<file path="config.mk">
export PLATFORM = sky130hd
export DESIGN_NAME = rx_fifo
export DESIGN_NICKNAME = d
export VERILOG_FILES = /design/src/rtl/rx_fifo_pkg.sv /design/src/rtl/rx_fifo_sync_rise.sv /design/src/rtl/rx_fifo.sv
export SDC_FILE = /design/constraint.sdc
export NUM_CORES = 1
export LEC_CHECK = 0
export ABC_AREA = 1
export BUFFER_PORTS_ARGS = -buffer_cell sky130_fd_sc_hd__buf_2
export CELL_PAD_IN_SITES_DETAIL_PLACEMENT = 1
export CELL_PAD_IN_SITES_GLOBAL_PLACEMENT = 1
export CORE_ASPECT_RATIO = 1.1
export CORE_MARGIN = 2
export CORE_UTILIZATION = 46
export DETAILED_ROUTE_END_ITERATION = 12
export PLACE_DENSITY = 0.82
export REMOVE_ABC_BUFFERS = 1
export SLEW_MARGIN = 20
export SYNTH_ARGS = -nofsm -noshare
export SYNTH_HDL_FRONTEND = slang
export SYNTH_HIERARCHICAL = 1
export SYNTH_SLANG_ARGS = --single-unit
</file>
<file path="constraint.sdc">
create_clock -name clk -period 6.8 [get_ports clk]
set_input_delay 1.36 -clock clk [delete_from_list [all_inputs] [get_ports clk]]
set_output_delay 1.36 -clock clk [all_outputs]
set_load 0.02 [all_outputs]
</file>
<file path="src/rtl/rx_fifo_pkg.sv">
// rtl/rx_fifo_pkg.sv - shared UART receive-path constants
package rx_fifo_pkg;

    localparam int UART_WIDTH          = 8;
    localparam int DEFAULT_DEPTH_LOG2  = 4;
    localparam int DEFAULT_SYNC_STAGES = 2;

endpackage

</file>
<file path="src/rtl/rx_fifo_sync_rise.sv">
// rtl/rx_fifo_sync_rise.sv - multi-flop synchroniser with registered rising-edge pulse
module rx_fifo_sync_rise #(
    parameter int   STAGES  = 2,
    parameter logic RST_VAL = 1'b0
) (
    input  logic clk,
    input  logic rst,
    input  logic d_i,
    output logic rise_o
);

    logic [STAGES-1:0] sync_q;
    logic              last_q;
    logic              rise_q;

    // Reset value propagates to last_q so a level already high at reset gives no pulse.
    always_ff @(posedge clk or posedge rst) begin
        if (rst) begin
            sync_q <= {STAGES{RST_VAL}};
            last_q <= RST_VAL;
            rise_q <= 1'b0;
        end else begin
            sync_q <= {sync_q[STAGES-2:0], d_i};
            last_q <= sync_q[STAGES-1];
            rise_q <= sync_q[STAGES-1] & ~last_q;
        end
    end

    assign rise_o = rise_q;

endmodule

</file>
<file path="src/rtl/rx_fifo.sv">
// rtl/rx_fifo.sv - UART receive FIFO, first-word-fall-through with sticky overrun
module rx_fifo
    import rx_fifo_pkg::*;
#(
    parameter int WIDTH       = UART_WIDTH,
    parameter int DEPTH_LOG2  = DEFAULT_DEPTH_LOG2,
    parameter int SYNC_STAGES = DEFAULT_SYNC_STAGES
) (
    input  logic                  clk,
    input  logic                  rst,
    input  logic [WIDTH-1:0]      rx_dat,
    input  logic                  rx_rdy,
    input  logic                  rx_d_rdy,
    output logic [WIDTH-1:0]      rd_dat,
    output logic                  rd_vld,
    input  logic                  rd_en,
    output logic [DEPTH_LOG2:0]   count,
    output logic                  full,
    output logic                  empty,
    output logic                  ovr,
    input  logic                  ovr_clr
);

    localparam int DEPTH = 1 << DEPTH_LOG2;

    logic [DEPTH_LOG2:0]    wr_ptr_q, wr_ptr_d;
    logic [DEPTH_LOG2:0]    rd_ptr_q, rd_ptr_d;
    logic [WIDTH-1:0]       mem_q [DEPTH];
    logic                   ovr_q, ovr_d;
    logic [SYNC_STAGES-1:0] d_rdy_sync_q;
    logic                   rdy_rise;
    logic                   push, pop, do_write;

    rx_fifo_sync_rise #(
        .STAGES  (SYNC_STAGES),
        .RST_VAL (1'b1)
    ) u_rdy_sync (
        .clk    (clk),
        .rst    (rst),
        .d_i    (rx_rdy),
        .rise_o (rdy_rise)
    );

    always_ff @(posedge clk or posedge rst) begin
        if (rst) begin
            d_rdy_sync_q <= '0;
        end else begin
            d_rdy_sync_q <= {d_rdy_sync_q[SYNC_STAGES-2:0], rx_d_rdy};
        end
    end

    assign empty = (wr_ptr_q == rd_ptr_q);
    assign full  = (wr_ptr_q[DEPTH_LOG2-1:0] == rd_ptr_q[DEPTH_LOG2-1:0]) &&
                   (wr_ptr_q[DEPTH_LOG2] != rd_ptr_q[DEPTH_LOG2]);
    assign count = wr_ptr_q - rd_ptr_q;

    // A frame with a bad stop bit still raises rx_rdy; only good frames push.
    assign push     = rdy_rise & d_rdy_sync_q[SYNC_STAGES-1];
    assign pop      = rd_en & ~empty;
    assign do_write = push & (~full | pop);

    always_comb begin
        wr_ptr_d = wr_ptr_q;
        rd_ptr_d = rd_ptr_q;
        ovr_d    = ovr_q;
        if (do_write) wr_ptr_d = wr_ptr_q + 1'b1;
        if (pop)      rd_ptr_d = rd_ptr_q + 1'b1;
        if (ovr_clr)  ovr_d    = 1'b0;
        if (push & full & ~pop) ovr_d = 1'b1;
    end

    always_ff @(posedge clk or posedge rst) begin
        if (rst) begin
            wr_ptr_q <= '0;
            rd_ptr_q <= '0;
            ovr_q    <= 1'b0;
            for (int i = 0; i < DEPTH; i++) mem_q[i] <= '0;
        end else begin
            wr_ptr_q <= wr_ptr_d;
            rd_ptr_q <= rd_ptr_d;
            ovr_q    <= ovr_d;
            if (do_write) mem_q[wr_ptr_q[DEPTH_LOG2-1:0]] <= rx_dat;
        end
    end

    assign rd_dat = mem_q[rd_ptr_q[DEPTH_LOG2-1:0]];
    assign rd_vld = ~empty;
    assign ovr    = ovr_q;

endmodule
</file>
======== Word-level counts from Yosys, hierarchy flattened ========
Cells that the tools add are included.
operators by class
  $add $sub $neg .......................... 3
  magnitude comparators ................... 3
  eq/ne operators ......................... 3
  muxes and demuxes ....................... 8
  bitwise operators ....................... 13
  reductions and logical operators ........ 3
operators by type and width
  operator                                                    count
  bitwise mux 128 bit                                         1
  binary-select mux 8 bit (select 4 bit)                      1
  demux 8 bit (select 4 bit)                                  1
  2-to-1 mux 8 bit                                            3
  adder 5 x 1 -> 5 bit, second input constant                 2
  >= comparator 5 bit, second input constant                  2
  inverter 4 -> 5 bit                                         2
  bitwise AND 1 bit                                           6
  equality test 5 bit                                         1
  less-than comparator 5 x 1 -> 1 bit, second input constant  1
  subtractor 5 bit                                            1
  equality test 4 bit                                         1
  inverter 1 bit                                              4
  logical AND 1 bit                                           2
  2-to-1 mux 1 bit                                            2
  nonzero test 2 bit                                          1
  inequality test 1 bit                                       1
  bitwise OR 1 bit                                            1
word-level totals
  register bits ........................... 145
  input port bits ......................... 14

======== Longest topological paths before layout ========
  word-level depth ........................ 6
  gate-level depth with buffers ........... 12

======== Cells and area by module ========
The synthesis kept the hierarchy.
modules (own cells, without submodules)
  module             times used  cells each  area an instance (sq um)  seq. area each (sq um)
  rx_fifo            1           1113        7976.4                    3528.4
  rx_fifo_sync_rise  1           7           117.6                     103.8

======== Least setup slack after synthesis ========
Ideal clock, no wire load.
  path kind ............................... reg2out
  from .................................... register rd_ptr_q[1]
  to ...................................... output port count[3]
  arrival ................................. 1780 ps
  data required time ...................... 5440 ps
  setup slack ............................. 3660 ps
  cell stages (with the launch flop) ...... 8
  path buffers ............................ 2
  path through ............................ dfrtp_1 > buf_2 > clkinv_1 > clkbuf_1 > ha_1 > nand2_1 > o21ai_0 > xor2_1
on the way
  longest elaborated chain between the ends .. 1
ends and longest elaborated chain
  item                      RTL line       RTL
  start: declaration        rx_fifo.sv:27  logic [DEPTH_LOG2:0] rd_ptr_q, rd_ptr_d;
  start signal: assignment  rx_fifo.sv:80  rd_ptr_q <= rd_ptr_d;
  subtractor 5 bit          rx_fifo.sv:55  assign count = wr_ptr_q - rd_ptr_q;
  end: declaration          rx_fifo.sv:17  output logic [DEPTH_LOG2:0] count,
No other way between the ends.

======== Worst setup path after layout ========
  from .................................... register rd_ptr_q[2]
  to ...................................... output port count[4]
Same word-level chain as after synthesis.

==> impl_results.md <==
* Status: completed
* # fillers at 2243
* Max clock buf depth at 2
* Setup CP Type: reg2out
* Clock transition at the registers of the reported paths at 60 ps
* Flops & latches, synth at 145
* Yosys cell types at 26
* Initial antenna violation count at 0
* CTS tree: yes
* Placer Congestion at 0.838
* Pleak at 4.76 nW
* Startpoint types: flip-flop
* Synth Cell Area at 8090 sq um
* Crit path setup slack, layout at 2780 ps
* Area delta synth->final at 10.2%
* Starting Density at 47.2%
* Clock Sinks at 145
* Layout cells sized above 1 at 9.28%
* TritonRoute pass-1 iters at 5
* Core area at 17100 sq um
* Post-CTS resize count at 0
* Later-pin clock latency in the skew report at 430 ps
* Die Y at 143 um
* Die footprint at 18700 sq um
* CTS buffer count at 17
* Die span in x at 130 um
* Max Cap Viol at 0
* Total GRT Usage at 29.2%
* Minimum clock period at 4020 ps
* # setup viols final at 0
* Final WL at 25900 um
* Worst vdd ir at 379 uV
* Mean Syn Cell Area at 7.23 sq um
* Area after DPL at 8240 sq um
* Largest net degree at the start of global routing at 92
* CP Data Required Time at 5440 ps
* Sequential-to-total area share from yosys stat at 44.9%
* Final max-slew violation count at 0
* WL/cell at 19.1 um
* Max-slew headroom at 41.9%
* Antenna Cells at 0
* Clock skew at 6.62 ps
* Clock Root Buffer: clkbuf_16
* DRC errors left at 0
* First-pass GRT wire length at 41300 um
* FMAX at 248 MHz
* Commonest cells after routing, fill and taps aside: 476 x nand2_1, 141 x dfrtp_1, 140 x inv_1
* Post-route cell area at 8920 sq um
* Worst Hold Class: reg2reg
* Setup TNS at 0 ps
* Vias per cell at 5.55
* Final ANT Viol Nets at 0
* Final-stage net count at 1132
* Post-cts hold buffer count at 0
* Vias in the first global route at 7572
* H-Tree Level Count at 4
* Tcrit/Tclk final at 59.2%
* RSZ-0062 raised after global routing: false
* Critical Path Fanout Max at 14
* DP HPWL at 16000 um
* Cells after Synth at 1120
* Worst slew pin tran at 871 ps
* I/O pins at 31
* Arrival time at the worst endpoint at 2660 ps
* Rows at 50
* Port Buf Inserts at 30
* CP Capture Type: output pin
* Vias post-DR at 7518
* Synth warnings at 6
* Place WS at 3260 ps
* Pwr dens at 443 nW/um^2
* Final count of hold timing violations at 0
* Total gr overflow at 0
* # Post-CTS Setup Buffers at 0
* Commonest non-fill, non-tap cell in the layout: nand2_1
* Initial DRC count at 590
cells in the mapped netlist:
library cell  number  area [sq um]
nand2_1          476          1790
dfrtp_1          142          3550
inv_1            142           533
nand4_1          128           801
nand3_1           97           485
clkbuf_1          29           109
buf_2             18          90.1
nor2_2            17           106
buf_6             13           146
buf_1              9          33.8
ha_1               9           113
o21ai_0            7          35.0
xor2_1             7          61.3
nand2_2            5          31.3
a21oi_1            3          15.0
clkinv_1           3          11.3
dfstp_2            3          78.8
xnor2_1            3          26.3
nand3_2            2          20.0
buf_4              1          7.51
fa_1               1          20.0
inv_2              1          3.75
nor2_1             1          3.75
nor2_4             1          11.3
nor3_1             1          5.00
o22ai_1            1          6.26
registers in the layout (all words and copies together), names as in the netlist:
signal	flops
mem_q	128
rd_ptr_q	5
wr_ptr_q	5
d_rdy_sync_q	2
u_rdy_sync/sync_q	2
ovr	1
u_rdy_sync/last_q	1
u_rdy_sync/rise_o	1
power by group:
part           internal [mW]  leakage (nW)  switching [mW]  total (mW)
Sequential              1.06          1.95           0.138        1.20
Clock                  0.693         0.326           0.382        1.08
Combinational          0.480          2.48            1.19        1.68
worst max-delay path, stage by stage, from the launching register on:
cell	delay (ps)
dfrtp_1	660
clkinv_1	420
ha_1	500
nand2_2	90
o21ai_0	210
xor2_1	170
buf_2	180
final cells by class:
| cell class | instances | area, sq um | area share, % |
|---|---|---|---|
| clock inverters | 11 | 200 | 2.24 |
| inverters | 146 | 558 | 6.25 |
| clock buffers | 21 | 480 | 5.38 |
| repair buffers | 39 | 218 | 2.44 |
| well taps | 234 | 293 | 3.28 |
| flip-flops and latches | 145 | 3630 | 40.7 |
| multi-input cells | 759 | 3540 | 39.7 |
worst paths after layout:
kind | from | end | slack [ps] | depth (start not counted)
worst max-delay path | rd_ptr_q[2]$_DFFE_PP0P_ | count[4] | 2780 | 6
worst min-delay path | u_rdy_sync/sync_q[0]$_DFF_PP1_ | u_rdy_sync/sync_q[1]$_DFF_PP1_ | 360 | 0
worst max register to register | rd_ptr_q[2]$_DFFE_PP0P_ | mem_q[44]$_DFFE_PP0P_ | 3210 | 9
worst min register to register | u_rdy_sync/sync_q[0]$_DFF_PP1_ | u_rdy_sync/sync_q[1]$_DFF_PP1_ | 360 | 0
max in group asynchronous | rst | mem_q[2]$_DFFE_PP0P_ | 4430 | 3
min in group asynchronous | rst | u_rdy_sync/rise_o$_DFF_PP0_ | 850 | 2
routing by layer:
layer	vias to the layer above	GRT usage [%]	wire, um
met5	-	0	0
met4	0	11.0	813
met2	207	47.2	12500
met1	3723	39.8	11500
li1	3531	-	-
met3	57	4.61	1110
cell families after synthesis:
logic type | after synthesis | share of synthesized area (%)
DFF | 145 | 44.9
buffers and inverters | 216 | 11.5
and+or+nand+nor | 728 | 40.2
adders and majority gates | 10 | 1.64
AOI/OAI and AO/OA | 11 | 0.696
xor gates and xnor gates | 10 | 1.08
per-stage QoR:
stage | hold WS [ps] | utilization [%] | power, mW | std cells
final | 359 | 52.1 | 3.95 | 1355
after global routing | 363 | 52.1 | 4.19 | 1355
after CTS | 361 | 52.1 | 3.96 | 1355
after detailed placement | 351 | 48.1 | 2.86 | 1323
after global placement | 335 | 48.1 | 2.81 | 1323
after floorplan | 331 | - | 2.28 | 1050
No activity file was read; power rests on OpenSTA's default activity.
